--- src/rtl/cpu_program_loader.sv ---
// Framed UART program loader: takes CMD/ADDR/COUNT/data/CSUM bytes, writes
// little-endian words into iRAM, checks the data-byte checksum, then releases the CPU.
module cpu_program_loader #(
  parameter int WORD_BYTES     = 3,
  parameter int ADDR_W         = 8,
  parameter int TIMEOUT_CYCLES = 1000000
) (
  input  logic                    clk,
  input  logic                    rst,
  input  logic                    HALT_flag,
  input  logic                    packet_ready,
  input  logic [7:0]              uart_packet,
  input  logic                    data_ack,
  input  logic [ADDR_W-1:0]       PC_addr,
  output logic                    packet_ack,
  output logic                    cpu_paused,
  output logic                    reset_PC,
  output logic                    iRAM_write_enable,
  output logic [ADDR_W-1:0]       extern_iRAM_addr,
  output logic [8*WORD_BYTES-1:0] iRAM_data_in,
  output logic                    load_busy,
  output logic                    load_error,
  output logic                    load_done
);

  localparam int DW = 8 * WORD_BYTES;
  localparam int TW = $clog2(TIMEOUT_CYCLES + 1);

  typedef enum logic [3:0] {
    S_IDLE, S_ADDR_HI, S_ADDR_LO, S_COUNT, S_DATA, S_WRITE, S_CSUM, S_PCRST
  } state_t;

  state_t          state, state_next;
  logic [7:0]      cmd, addr_hi, csum;
  logic [8:0]      words_left;
  logic [2:0]      byte_idx;
  logic [DW-1:0]   word_buf, word_next;
  logic [TW-1:0]   timer;
  logic            byte_state, accept, timing, timeout, cmd_valid, last_byte, csum_ok;

  always_comb begin
    byte_state = (state == S_IDLE && HALT_flag) ||
                 (state inside {S_ADDR_HI, S_ADDR_LO, S_COUNT, S_DATA, S_CSUM});
    accept     = byte_state && packet_ready && !packet_ack;
    timing     = state inside {S_ADDR_HI, S_ADDR_LO, S_COUNT, S_DATA, S_CSUM};
    timeout    = timing && !accept && (timer == TW'(TIMEOUT_CYCLES - 1));
    cmd_valid  = uart_packet inside {8'h01, 8'h02, 8'h03};
    last_byte  = (byte_idx == 3'(WORD_BYTES - 1));
    csum_ok    = (uart_packet == csum);
    word_next  = word_buf;
    for (int k = 0; k < WORD_BYTES; k++)
      if (byte_idx == 3'(k)) word_next[8*k +: 8] = uart_packet;
  end

  always_comb begin
    state_next = state;
    case (state)
      S_IDLE:    if (accept && cmd_valid) state_next = S_ADDR_HI;
      S_ADDR_HI: if (accept) state_next = S_ADDR_LO;
      S_ADDR_LO: if (accept) state_next = S_COUNT;
      S_COUNT:   if (accept) state_next = S_DATA;
      S_DATA:    if (accept && last_byte) state_next = S_WRITE;
      S_WRITE:   if (data_ack) state_next = (words_left == 9'd1) ? S_CSUM : S_DATA;
      S_CSUM:    if (accept) state_next = (csum_ok && cmd == 8'h01) ? S_PCRST : S_IDLE;
      S_PCRST:   if (PC_addr == '0) state_next = S_IDLE;
      default:   state_next = S_IDLE;
    endcase
    if (timeout) state_next = S_IDLE;
  end

  always_ff @(posedge clk or posedge rst) begin
    if (rst) state <= S_IDLE;
    else     state <= state_next;
  end

  // Datapath and registered outputs; a timeout overrides whatever the state did.
  always_ff @(posedge clk or posedge rst) begin
    if (rst) begin
      packet_ack        <= 1'b0;
      cpu_paused        <= 1'b0;
      reset_PC          <= 1'b0;
      iRAM_write_enable <= 1'b0;
      extern_iRAM_addr  <= '0;
      iRAM_data_in      <= '0;
      load_busy         <= 1'b0;
      load_error        <= 1'b0;
      load_done         <= 1'b0;
      cmd               <= '0;
      addr_hi           <= '0;
      csum              <= '0;
      words_left        <= '0;
      byte_idx          <= '0;
      word_buf          <= '0;
      timer             <= '0;
    end else begin
      load_done <= 1'b0;
      if (accept)      timer <= '0;
      else if (timing) timer <= timer + TW'(1);
      else             timer <= '0;

      if (accept)            packet_ack <= 1'b1;
      else if (!packet_ready) packet_ack <= 1'b0;

      case (state)
        S_IDLE: if (accept) begin
          if (cmd_valid) begin
            cmd        <= uart_packet;
            load_error <= 1'b0;
            load_busy  <= 1'b1;
            cpu_paused <= 1'b1;
            csum       <= '0;
            byte_idx   <= '0;
          end else begin
            load_error <= 1'b1;
          end
        end
        S_ADDR_HI: if (accept) addr_hi <= uart_packet;
        S_ADDR_LO: if (accept) extern_iRAM_addr <= ADDR_W'({addr_hi, uart_packet});
        S_COUNT:   if (accept) words_left <= (uart_packet == 8'h00) ? 9'd256 : {1'b0, uart_packet};
        S_DATA: if (accept) begin
          csum <= csum + uart_packet;
          if (last_byte) begin
            iRAM_data_in      <= word_next;
            iRAM_write_enable <= 1'b1;
            byte_idx          <= '0;
          end else begin
            word_buf <= word_next;
            byte_idx <= byte_idx + 3'd1;
          end
        end
        S_WRITE: if (data_ack) begin
          iRAM_write_enable <= 1'b0;
          extern_iRAM_addr  <= extern_iRAM_addr + ADDR_W'(1);
          words_left        <= words_left - 9'd1;
        end
        S_CSUM: if (accept) begin
          if (csum_ok) begin
            load_done <= 1'b1;
            case (cmd)
              8'h01:   reset_PC <= 1'b1;
              8'h02:   begin cpu_paused <= 1'b0; load_busy <= 1'b0; end
              default: load_busy <= 1'b0;
            endcase
          end else begin
            load_error <= 1'b1;
            cpu_paused <= 1'b0;
            load_busy  <= 1'b0;
          end
        end
        S_PCRST: if (PC_addr == '0) begin
          reset_PC   <= 1'b0;
          cpu_paused <= 1'b0;
          load_busy  <= 1'b0;
        end
        default: ;
      endcase

      if (timeout) begin
        load_error <= 1'b1;
        cpu_paused <= 1'b0;
        reset_PC   <= 1'b0;
        load_busy  <= 1'b0;
      end
    end
  end

endmodule

--- config.mk ---
export PLATFORM = sky130hd
export DESIGN_NAME = cpu_program_loader
export DESIGN_NICKNAME = d
export VERILOG_FILES = /design/src/rtl/cpu_program_loader.sv
export SDC_FILE = /design/constraint.sdc
export NUM_CORES = 1
export LEC_CHECK = 0
export CAP_MARGIN = 20
export CORE_MARGIN = 10
export CORE_UTILIZATION = 50
export CTS_BUF_LIST = sky130_fd_sc_hd__clkbuf_16
export CTS_CLUSTER_DIAMETER = 30
export DETAILED_ROUTE_END_ITERATION = 10
export PLACE_DENSITY = 0.75
export SETUP_SLACK_MARGIN = 0.2
export SLEW_MARGIN = 30
export SYNTH_ARGS = -nofsm -noshare
export SYNTH_HDL_FRONTEND = slang
export SYNTH_SLANG_ARGS = --single-unit
--- constraint.sdc ---
create_clock -name clk -period 4.33 [get_ports clk]
set_clock_uncertainty 0.2 [all_clocks]
set_input_delay 1.299 -clock clk [delete_from_list [all_inputs] [get_ports clk]]
set_output_delay 1.299 -clock clk [all_outputs]
set_load 0.01 [all_outputs]
==> impl_metrics.toml, run 1 <==
[die]
dieArea_um2 = 15000
fp.dieH_um = 122
core-area_um2 = 10300
io_pins = 60
rows = 37
initial_utilization_pct = 51.0
die_w_um = 122

[sta]
rsz0062_at_grt = "no"
fin_setup_tns_ns = 0
setup_viol = 0
hold_slack_ns = 0.284
fmax_mhz = 260
relSlewSlack_pct = 49.6
period_needed_ns = 3.84
hold_viol_final = 0
slew_violations = 0
period_share_pct = 88.7
tightest_slew_ns = 0.755

[routing]
drc = 0
first_pass_iters = 5
ant_nets = 0
wl_um = 11800
via_per_inst = 5.59
drt_iter0_markers = 321
num_vias = 4006
wl_per_cell_um = 16.4

[place]
dp_hpwl_um = 8590
gp_congestion = 0.866
port-buffer-count = 59

[outcome]
outcome = "finished clean"

[critical_path]
crit_top_cell = "or4_4"
startpoint_type = "input pin"
cp.arrival_ns = 3.87
r2r_start = "csum[5]"
critPathMaxStageDelay_ns = 0.55
crit_slowest_cell = "or4_4"
path_cells = "clkdlybuf4s50_1 > ha_1 > or4_4 > or4_4 > o211ai_1 > mux2_1 > or2_1"
startpoint = "uart_packet[6]"
required_ns = 4.36
critPathMaxFanout = 5
crit_buf_inv = 1
endpoint_kind = "flop"
critical-path-top-delay-family = "simple AND/OR/NAND/NOR gates"
crit_type = "input pin to flop"

[clock_tree]
clkSlewWorstSetupHoldPaths_ns = 0.07
hold_buffers = 0
worstSkewPairLatency_ns = 0.34
cts_setup_buffers = 0
cts-buffers-inserted = 9
root_buffer = "clkbuf_16"
cts_buffer_depth = 2
cts_tree = "done"
cts.sinks = 106
ctsHtreeMaxLevel = 3
post_cts_resized = 0

[final_layout]
antennaDiodeCount = 0
final_common_cell = "dfrtp_1"
final_core_util_pct = 61.5
layout_common_cells = "dfrtp_1, clkdlybuf4s50_1, nor2_1"
syn_to_final_growth_pct = 20.6
drive_gt1_share_pct = 13.8
num-nets-final = 609

[synthesis]
ys_ff_latch = 106
synth_top_area_share_pct = 50.6
async_reset_ff_share_pct = 100
synthCells = 511
netlist_top_cells_area = "dfrtp_1, mux2_2, nor2_1, nand2_1, o21ai_0"
syn-num-nets = 544
postSynthAreaPerCell_um2 = 10.3
ys_types = 62
syn_area_um2 = 5240
yosysSeqAreaShare_pct = 50.6
synth-edff-count = 0
synth_flop_cell = "dfrtp_1"
synth_area_leader_cell = "dfrtp_1"
ys.warnings.count = 0

[grt]
grt_start_max_net_pins = 61
grt_first_pass_wirelength_um = 19800
grt-ovfl-total = 0
groute.usage.overall_pct = 16.1
antenna_found_initial = 0
grt_pass1_vias = 3979

[pwr]
vdd_drop_max_uv = 254
leakagePower_uw = 0.00273
power_uw = 3800
powerDensity_nw_per_um2 = 600

[min_path]
hp-class = "flop to flop"
min_from = "iRAM_data_in[9]"

[flow_run]
maxCapViolCount = 0
[layer usage]
layer  vias up  part of all wire [%]  track usage, %
li1       1952                     -               -
met1      1938                    47            22.0
met2       109                    46            25.9
met3         7                   6.5            3.54
met4         0                  0.61            3.53
met5         -                     0               0
[report_power, final]
| group | total (uW) | internal, uW | leakage (uW) | switching (uW) |
|---|---|---|---|---|
| registers | 1590 | 1310 | 0.00138 | 281 |
| logic | 1400 | 723 | 0.00120 | 680 |
| clock network | 801 | 408 | 0.000142 | 393 |
| total | 3800 | 2440 | 0.00273 | 1350 |
[worst register-to-register path, stage by stage (launching register included)]
cell and delay [ns]:
dfrtp_1 0.39, ha_1 0.35, or4_4 0.54, or4_4 0.48, o211ai_1 0.13, mux2_1 0.33
or2_1 0.22
[area by class of cell]
cell class	count	area (um^2)
clock buffers	9	225
clock inverters	7	67.6
fillers	872	3960
inverters	10	41.3
multi-input cells	376	2460
flip-flops and latches	106	2650
well taps	136	170
repair buffers	73	708
[cell usage after synthesis, drive strengths merged (7+ instances only)]
library cell and instances:
dfrtp 106, nor2 57, nand2 48, mux2 34
o21ai 34, a21oi 21, nand3 20, nor3 18
xnor2 12, ha 11, a31oi 10, clkbuf 10
inv 10, xor2 10, buf 9, and2 8
mux2i 8, o22a 7
[cell families after synthesis]
| kind of cell | Yosys count | synth area share (%) |
|---|---|---|
| AO/OA/AOI/OAI | 102 | 12.4 |
| flip-flops | 106 | 50.6 |
| multiplexers | 42 | 8.83 |
| AND/OR/NAND/NOR | 198 | 19.0 |
| buffers and inverters | 29 | 2.51 |
| XOR/XNOR | 22 | 3.68 |
| adder cells (fa/ha/maj) | 12 | 3.01 |
[flip-flops by register name (all words and copies together), names as in the netlist]
register and flops:
load_error 1, csum 8, extern_iRAM_addr 8, packet_ack 1, timer 20, iRAM_data_in 24, words_left 9, cmd 8
byte_idx 3, word_buf 16, iRAM_write_enable 1, load_done 1, load_busy 1, reset_PC 1, cpu_paused 1, state 3
[final timing paths]
check | to | slack (ns) | cells after the start
worst max-delay path | load_error | 0.49 | 7
worst min-delay path | iRAM_data_in[9] | 0.28 | 2
worst max register to register | load_error | 1.58 | 6
worst min register to register | iRAM_data_in[9] | 0.28 | 2
max in group asynchronous | iRAM_data_in[8] | 1.95 | 3
min in group asynchronous | cmd[6] | 1.23 | 2
[per-stage QoR]
stage	worst slack (ns)	area [um^2]	cells
finish	0.490	6320	717
global route	0.441	6320	717
CTS	0.517	6320	717
detailed placement	0.159	6030	701
global placement	0.176	6030	701
floorplan	0.750	5250	511
Power figures use the tool's default switching activity.
==> run 2, diff against run 1 <==
PLACE_DENSITY = 0.72   (was 0.75)
clock period = 4.42 ns   (was 4.33 ns; I/O delays follow)
==> impl_metrics.toml, run 2 (same netlist as run 1, synthesis figures left out) <==
[outcome]
outcome = "finished clean"

[clock_tree]
cts_tree = "done"
worstSkewPairLatency_ns = 0.34
root_buffer = "clkbuf_16"
ctsHtreeMaxLevel = 3
clkSlewWorstSetupHoldPaths_ns = 0.07
cts_setup_buffers = 0
cts-buffers-inserted = 9
cts_buffer_depth = 2
post_cts_resized = 0
hold_buffers = 0
cts.sinks = 106

[die]
core-area_um2 = 10300
dieArea_um2 = 15000
initial_utilization_pct = 51.0
rows = 37
die_w_um = 122
io_pins = 60
fp.dieH_um = 122

[min_path]
hp-class = "flop to flop"

[critical_path]
crit_slowest_cell = "or4_4"
startpoint_type = "input pin"
critical-path-top-delay-family = "simple AND/OR/NAND/NOR gates"
endpoint_kind = "flop"
path_cells = "clkdlybuf4s50_1 > ha_1 > or4_4 > or4_4 > o211ai_1 > mux2_1 > or2_1"
required_ns = 4.45
crit_top_cell = "or4_4"
cp.arrival_ns = 3.83
critPathMaxFanout = 5
critPathMaxStageDelay_ns = 0.54
crit_buf_inv = 1
crit_type = "input pin to flop"

[grt]
groute.usage.overall_pct = 16.8
grt_start_max_net_pins = 53
antenna_found_initial = 0
grt-ovfl-total = 0
grt_first_pass_wirelength_um = 20400
grt_pass1_vias = 4082

[place]
dp_hpwl_um = 8650
gp_congestion = 0.892
pre_cts_slack_ns = 0.263
place_inst = 701
port-buffer-count = 59

[sta]
setup_viol = 0
slew_violations = 0
fin_ws_ns = 0.617
relSlewSlack_pct = 46.0
fin_setup_tns_ns = 0
period_share_pct = 86.0
period_needed_ns = 3.80
rsz0062_at_grt = "no"
hold_viol_final = 0
fmax_mhz = 263
tightest_slew_ns = 0.809

[final_layout]
regMostFlops = "iRAM_data_in"
final_cells = 716
drive_gt1_share_pct = 13.6
final_common_cell = "dfrtp_1"
largest_register_ffs = 24
syn_to_final_growth_pct = 20.7
layout_common_cells = "dfrtp_1, clkdlybuf4s50_1, nor2_1"
num-nets-final = 609
antennaDiodeCount = 0
biggestRegsByFlops = "iRAM_data_in x24, timer x20, word_buf x16"

[routing]
drt_iter0_markers = 353
wl_per_cell_um = 16.9
first_pass_iters = 5
wl_um = 12100
via_per_inst = 5.68
num_vias = 4065
drc = 0
ant_nets = 0

[pwr]
powerDensity_nw_per_um2 = 597
vdd_drop_max_uv = 309
leakagePower_uw = 0.00273

[flow_run]
maxCapViolCount = 0
run 2: area by class of cell:
| type | count | area [um^2] |
|---|---|---|
| timing repair buffer | 73 | 708 |
| sequential | 106 | 2650 |
| fill | 877 | 3950 |
| inverter | 10 | 41.3 |
| multi-input combinational | 376 | 2460 |
| clock inverter | 6 | 72.6 |
| clock buffer | 9 | 225 |
| tap | 136 | 170 |
run 2: final timing paths:
check                            startpoint          endpoint  slack (ns)  cells past startpoint
min in group asynchronous               rst            cmd[7]        1.27                      2
min reg2reg                iRAM_data_in[15]  iRAM_data_in[15]        0.28                      2
max                          uart_packet[5]        load_error        0.62                      7
min                        iRAM_data_in[15]  iRAM_data_in[15]        0.28                      2
max reg2reg                         csum[5]        load_error        1.66                      6
max in group asynchronous               rst     words_left[6]        2.00                      3
run 2: power breakdown:
part,switching [uW],leakage (uW),internal [uW],total [uW]
logic,675,0.00120,714,1390
registers,280,0.00138,1280,1560
clock network,376,0.000149,446,822
run 2: metal layers:
| metal | part of all wire, % | global-route usage (%) |
|---|---|---|
| met5 | 0 | 0 |
| met4 | 1.4 | 6.26 |
| met3 | 5.8 | 3.08 |
| met2 | 45 | 25.8 |
| met1 | 47 | 23.2 |
run 2: worst reg2reg max path, cell delays in order, from the launching register on:
cell and delay [ns]:
dfrtp_1 0.38, ha_1 0.35, or4_4 0.54, or4_4 0.48
o211ai_1 0.13, mux2_1 0.33, or2_1 0.23
run 2: metrics by stage:
step	instance area [um^2]	power (uW)	util (%)	hold slack (ns)
final	6330	3770	61.6	0.281
after global routing	6330	4040	61.6	0.303
after CTS	6330	3790	61.6	0.288
after detailed placement	6030	2970	58.7	0.271
after global placement	6030	2910	58.7	0.261
after floorplan	5250	2430	-	0.253
==> RTL edit 1 (config.mk and constraints of run 1) <==
Change the parameter `ADDR_W` from 8 to 9.
--- a/src/rtl/cpu_program_loader.sv
+++ b/src/rtl/cpu_program_loader.sv
@@ -3,5 +3,5 @@
 module cpu_program_loader #(
   parameter int WORD_BYTES     = 3,
-  parameter int ADDR_W         = 8,
+  parameter int ADDR_W         = 9,
   parameter int TIMEOUT_CYCLES = 1000000
 ) (
Ports: changed (resized PC_addr and extern_iRAM_addr); port bits go from 60 to 62. No check against the original RTL was run, so the function may have changed too.
==> RTL edit 1 against run 1 <==
  * Area after synthesis rose by 1.7%
  * Critical path depth did not move
  * Clock power rose by 5.4%
  * Final cell count rose by 1.3%
  * Synthesized cell count rose by 1.4%
  * Register-to-register slack got worse by 0.08 ns
  * Setup slack got worse by 0.011 ns
  * Via count rose by 3.3%
  * Total power fell by 6.8%
  * Wire length rose by 8.8%
  * Sequential cell count rose by 2
  * Final area rose by 2.6%
  * Critical endpoint is now state[2]
  * Largest power group unchanged
==> RTL edit 1: results (changes against run 1) <==
| Stage | Item | Reported | Change |
|---|---|---|---|
| status | Run status | finished clean |  |
| synthesis | Post-synthesis share of cell area spent on xor and xnor gates | 3.944% | +0.27 points |
| grt | GR Util All Layers | 17.29% | +1.2 points |
| sta | Actual transition at the worst max-transition pin | 0.8893 ns | +0.1347 ns |
| synthesis | Synth Net Count | 552 | +1.5% |
| grt | Pin count of the biggest net entering global routing | 109 | +79% |
| power | Reported leakage power | 2.878 nW | +5.6% |
| sta | Fmax | 259.7 MHz | -0.28% |
| synthesis | Share of cell area taken by muxes after synthesis | 9.225% | +0.39 points |
| synthesis | Gate Count Post-Synth | 518 | +1.4% |
| detailed routing | Count of TritonRoute iterations in the first routing pass | 4 | -1 |
| synthesis | Area fraction in compound gates after synthesis | 12.61% | +0.19 points |
| synthesis | Distinct cells, synth | 56 | -9.7% |
| detailed routing | DR WL/cell | 17.66 um | +7.5% |
| power | Pint | 2.224 mW | -8.9% |
| grt | Global-route wire length before repair | 21240 um | +7.1% |
| synthesis | Synth top area cells | dfrtp_1 51%, mux2_2 8.7%, nor2_1 3.9% |  |
| synthesis | Most numerous cell types in the synthesized netlist | 108 x dfrtp_1, 56 x nor2_1, 41 x mux2_2 |  |
| synthesis | Register area share after synthesis | 50.70% | +0.095 points |
| detailed routing | Initial DRC count | 398 | +24% |
| finish | FF+latch area | 2703 um^2 | +1.9% |
| finish | Number of filler instances in the final layout | 823 | -5.6% |
| place | Worst-case setup slack after placement | 0.09976 ns | -0.05906 ns |
| grt | Number of global-route vias before repair | 4135 | +3.9% |
| detailed routing | Aggregate routed wire length | 12820 um | +8.8% |
| place | HPWL reported at the end of detailed placement | 9213 um | +7.3% |
| place | Number of cells after detailed placement | 710 | +1.3% |
| setup path | Critical path arrival | 3.92 ns | +0.05 ns |
-- RTL edit 1: cell count changes in the layout (fill, tap and decap cells not counted), sizes merged, moves of 7 or more --
cell / run 1 / this run
nand2: 48 / 37
mux2: 34 / 41
a21oi: 21 / 29
nor3: 18 / 11
-- RTL edit 1: final timing paths --
kind	from	to	cells after the start
min	csum[6]	csum[6]	2
min in group asynchronous	rst	word_buf[14]	3
min reg2reg	csum[6]	csum[6]	2
max reg2reg	csum[3]	state[2]	6
max in group asynchronous	rst	timer[18]	3
max	uart_packet[3]	state[2]	7
-- RTL edit 1: critical path: stages --
cell and delay (ns):
clkdlybuf4s50_1 0.44, ha_1 0.39, or4_1 0.55, or4_4 0.61, nor4_4 0.37, a21oi_1 0.09
o2bb2ai_1 0.18
-- RTL edit 1: stage by stage --
step	hold slack, ns	power (mW)
floorplan	0.2538	2.260
global placement	0.2702	2.640
detailed placement	0.2755	2.696
CTS	0.2991	3.549
global route	0.3176	3.783
finish	0.2911	3.536
-- RTL edit 1: logic make-up (layout without fill, tap and decap cells) --
family	count (synthesis)	in the layout
compound gates	110	110
xor+xnor	24	24
fa+ha+maj	12	12
buf+inv	34	106
flops	108	108
mux	44	44
simple gates	186	186
-- RTL edit 1: power groups by stage --
stage          Combinational (mW)  Sequential, mW  Clock [mW]
6_report                     1.16            1.53       0.844
5_1_grt                      1.31            1.57       0.909
4_1_cts                      1.17            1.52       0.860
3_5_place_dp                 1.16            1.54           0
3_3_place_gp                 1.11            1.53           0
2_1_floorplan               0.807            1.45           0
-- RTL edit 1: area by class of cell --
class | instances | area share [%]
multi-input combinational | 376 | 38.55
sequential | 108 | 41.67
inverter | 13 | 0.8103
clock buffer | 9 | 3.473
clock inverter | 7 | 1.408
timing repair buffer | 77 | 11.46
tap | 136 | 2.624
-- RTL edit 1: metal layers --
layer  share of wire, %  track usage (%)
met1                 44            23.14
met2                 48            27.96
met3                6.6            3.145
met4                1.2            5.313
met5                  0                0
==> RTL edit 2 (flow settings as in run 1) <==
Without the edit above. Register the output `load_error` once more, with the module's reset; this adds one clock of latency there. The other outputs are not delayed to match.
--- a/src/rtl/cpu_program_loader.sv
+++ b/src/rtl/cpu_program_loader.sv
@@ -30,4 +30,6 @@
     S_IDLE, S_ADDR_HI, S_ADDR_LO, S_COUNT, S_DATA, S_WRITE, S_CSUM, S_PCRST
   } state_t;
+
+  logic load_error_s0;
 
   state_t          state, state_next;
@@ -84,5 +86,5 @@
       iRAM_data_in      <= '0;
       load_busy         <= 1'b0;
-      load_error        <= 1'b0;
+      load_error_s0     <= 1'b0;
       load_done         <= 1'b0;
       cmd               <= '0;
@@ -106,5 +108,5 @@
           if (cmd_valid) begin
             cmd        <= uart_packet;
-            load_error <= 1'b0;
+            load_error_s0 <= 1'b0;
             load_busy  <= 1'b1;
             cpu_paused <= 1'b1;
@@ -112,5 +114,5 @@
             byte_idx   <= '0;
           end else begin
-            load_error <= 1'b1;
+            load_error_s0 <= 1'b1;
           end
         end
@@ -143,5 +145,5 @@
             endcase
           end else begin
-            load_error <= 1'b1;
+            load_error_s0 <= 1'b1;
             cpu_paused <= 1'b0;
             load_busy  <= 1'b0;
@@ -157,5 +159,5 @@
 
       if (timeout) begin
-        load_error <= 1'b1;
+        load_error_s0 <= 1'b1;
         cpu_paused <= 1'b0;
         reset_PC   <= 1'b0;
@@ -165,4 +167,12 @@
   end
 
+  always_ff @(posedge clk or posedge rst) begin
+    if (rst) begin
+      load_error <= '0;
+    end else begin
+      load_error <= load_error_s0;
+    end
+  end
+
 endmodule
 
Behaviour: not the same (Yosys sat finds a counterexample within 4 cycles, from zero or initial values and one cycle with rst high).
==> RTL edit 2 against run 1 <==
  * Wire length down 0.84%
  * Global-route usage increased by 0.065 points
  * Area after synthesis increased by 1.9%
  * Sequential cell count grew 1
  * Setup slack better by 0.34 ns
  * Final area up 0.95%
  * Total power shrank 14%
  * Count of clock-buffer cells in the layout unchanged
  * Critical path depth did not move
==> RTL edit 2: results (changes against run 1) <==
| Stage | Item | Reported | Change |
|---|---|---|---|
| setup path | Max Fanout on Critical Path | 7 | +2 |
| detailed routing | Initial DRC count | 288 | -10% |
| power | Reported leakage power | 2.907 nW | +6.6% |
| finish | Largest registers | iRAM_data_in (24), timer (20), word_buf (16) |  |
| synthesis | Most numerous cell types in the synthesized netlist | 107 x dfrtp_1, 54 x nor2_1, 25 x a21oi_1 |  |
| grt | Antenna violations before repair | 0 | unchanged |
| synthesis | Count of yosys warnings during synthesis | 0 | unchanged |
| grt | Global-route wire length before repair | 19840 um | about the same |
| detailed routing | DR WL/cell | 16.90 um | +2.9% |
| place | Number of input and output port buffers inserted | 59 | unchanged |
| synthesis | Synth top area cells | dfrtp_1 50%, mux2_4 5.3%, mux2_2 5.1% |  |
| grt | Number of global-route vias before repair | 3853 | -3.2% |
| power | Pint | 2.099 mW | -14% |
| hold path | Path class of the lowest-slack min-delay path | flop to flop |  |
| synthesis | Distinct cells, synth | 60 | -3.2% |
| finish | Number of nets in the layout | 583 | -4.3% |
| place | Placer's final routability congestion estimate | 0.9280 | +7.2% |
| synthesis | Predominant post-synthesis flop cell | dfrtp_1 |  |
| clock network | Post-CTS setup repair buffer count | 0 | unchanged |
| grt | GR Util All Layers | 16.20% | +0.065 points |
| synthesis | Async S/R FF share, synth | 100.0% | unchanged |
| detailed routing | Count of TritonRoute iterations in the first routing pass | 4 | -1 |
| synthesis | Register area share after synthesis | 50.14% | -0.47 points |
| place | Instance area after placement | 6077 um^2 | +0.79% |
| clock network | Post-cts resize count | 0 | unchanged |
| place | HPWL reported at the end of detailed placement | 8252 um | -3.9% |
| sta | Worst max-slew margin expressed relative to the limit | 53.39% | +3.8 points |
| grt | Pin count of the biggest net entering global routing | 108 | +77% |
| detailed routing | Detailed-route vias per instance | 5.754 | +3.0% |
| clock network | Longest Clk Path Bufs | 2 | unchanged |
| clock network | Num CTS Buffers | 9 | unchanged |
| power | Largest voltage drop on the vdd net | 271.2 uV | +6.8% |
| finish | Number of filler instances in the final layout | 848 | -2.8% |
| clock network | Source-to-sink clock delay at the later pin of the worst-skew pair | 0.35 ns |  |
| setup path | Critical path arrival | 3.56 ns | -0.31 ns |
| place | Worst-case setup slack after placement | 0.4694 ns | +0.3106 ns |
| finish | Antenna cells | 0 | unchanged |
| clock network | H-Tree Depth | 3 | unchanged |
| status | Run status | finished clean |  |
| clock network | CTS root buffer | clkbuf_16 |  |
| finish | Share of cells above drive strength 1 | 14.95% | +1.2 points |
| synthesis | Synth Net Count | 522 | -4.0% |
## RTL edit 2: cell types whose count changed after synthesis, moves of 6 or more
cell	before	now
a22o_1	3	9
o21ai_0	30	16
and3_1	6	12
mux2_4	0	19
mux2_2	33	24
nand2_1	48	23
mux2i_1	8	2
## RTL edit 2: cell families after synthesis
group / synth area share, %
buf+inv: 2.952
xor+xnor: 3.936
flops: 50.14
fa+ha+maj: 2.952
simple gates: 18.44
mux: 10.78
compound gates: 10.80
## RTL edit 2: path summary, 6_finish.rpt
kind / startpoint / end / slack (ns) / depth (start not counted)
min: load_error_s0 / load_error / 0.20 / 0
min in group asynchronous: rst / load_error / 1.24 / 3
max reg2reg: state[1] / csum[4] / 1.78 / 5
max: uart_packet[3] / load_busy / 0.83 / 7
max in group asynchronous: rst / iRAM_data_in[19] / 2.25 / 3
min reg2reg: load_error_s0 / load_error / 0.20 / 0
## RTL edit 2: power by group through the flow
stage	clock (mW)	combinational (mW)	sequential (mW)
6_report	0.813	1.02	1.42
5_1_grt	0.878	1.15	1.45
3_5_place_dp	0	1.02	1.44
3_3_place_gp	0	0.991	1.42
2_1_floorplan	0	0.769	1.37
4_1_cts	0.837	1.03	1.42
## RTL edit 2: metal layers
metal | part of all wire, % | GRT usage [%]
met5 | 0 | 0
met3 | 5.8 | 3.145
met4 | 1.5 | 5.313
met1 | 45 | 21.61
met2 | 47 | 26.00
## RTL edit 2: final cells by class
type	count	area share [%]
repair buffers	69	10.59
clock buffers	9	3.529
multi-input cells	351	39.25
inverters	12	0.7646
flip-flops and latches	107	41.95
well taps	136	2.666
clock inverters	7	1.255
## RTL edit 2: stage by stage
step,std cells,util [%]
global route,691,61.55
floorplan,489,-
detailed placement,675,58.60
CTS,691,61.55
global placement,674,58.55
finish,691,61.55
## RTL edit 2: worst max-delay path, stage by stage
cell	delay (ns)
clkdlybuf4s50_1	0.57
ha_1	0.44
nor4_1	0.30
nand3_1	0.24
nor4_1	0.41
nor3_1	0.11
nor3_1	0.19
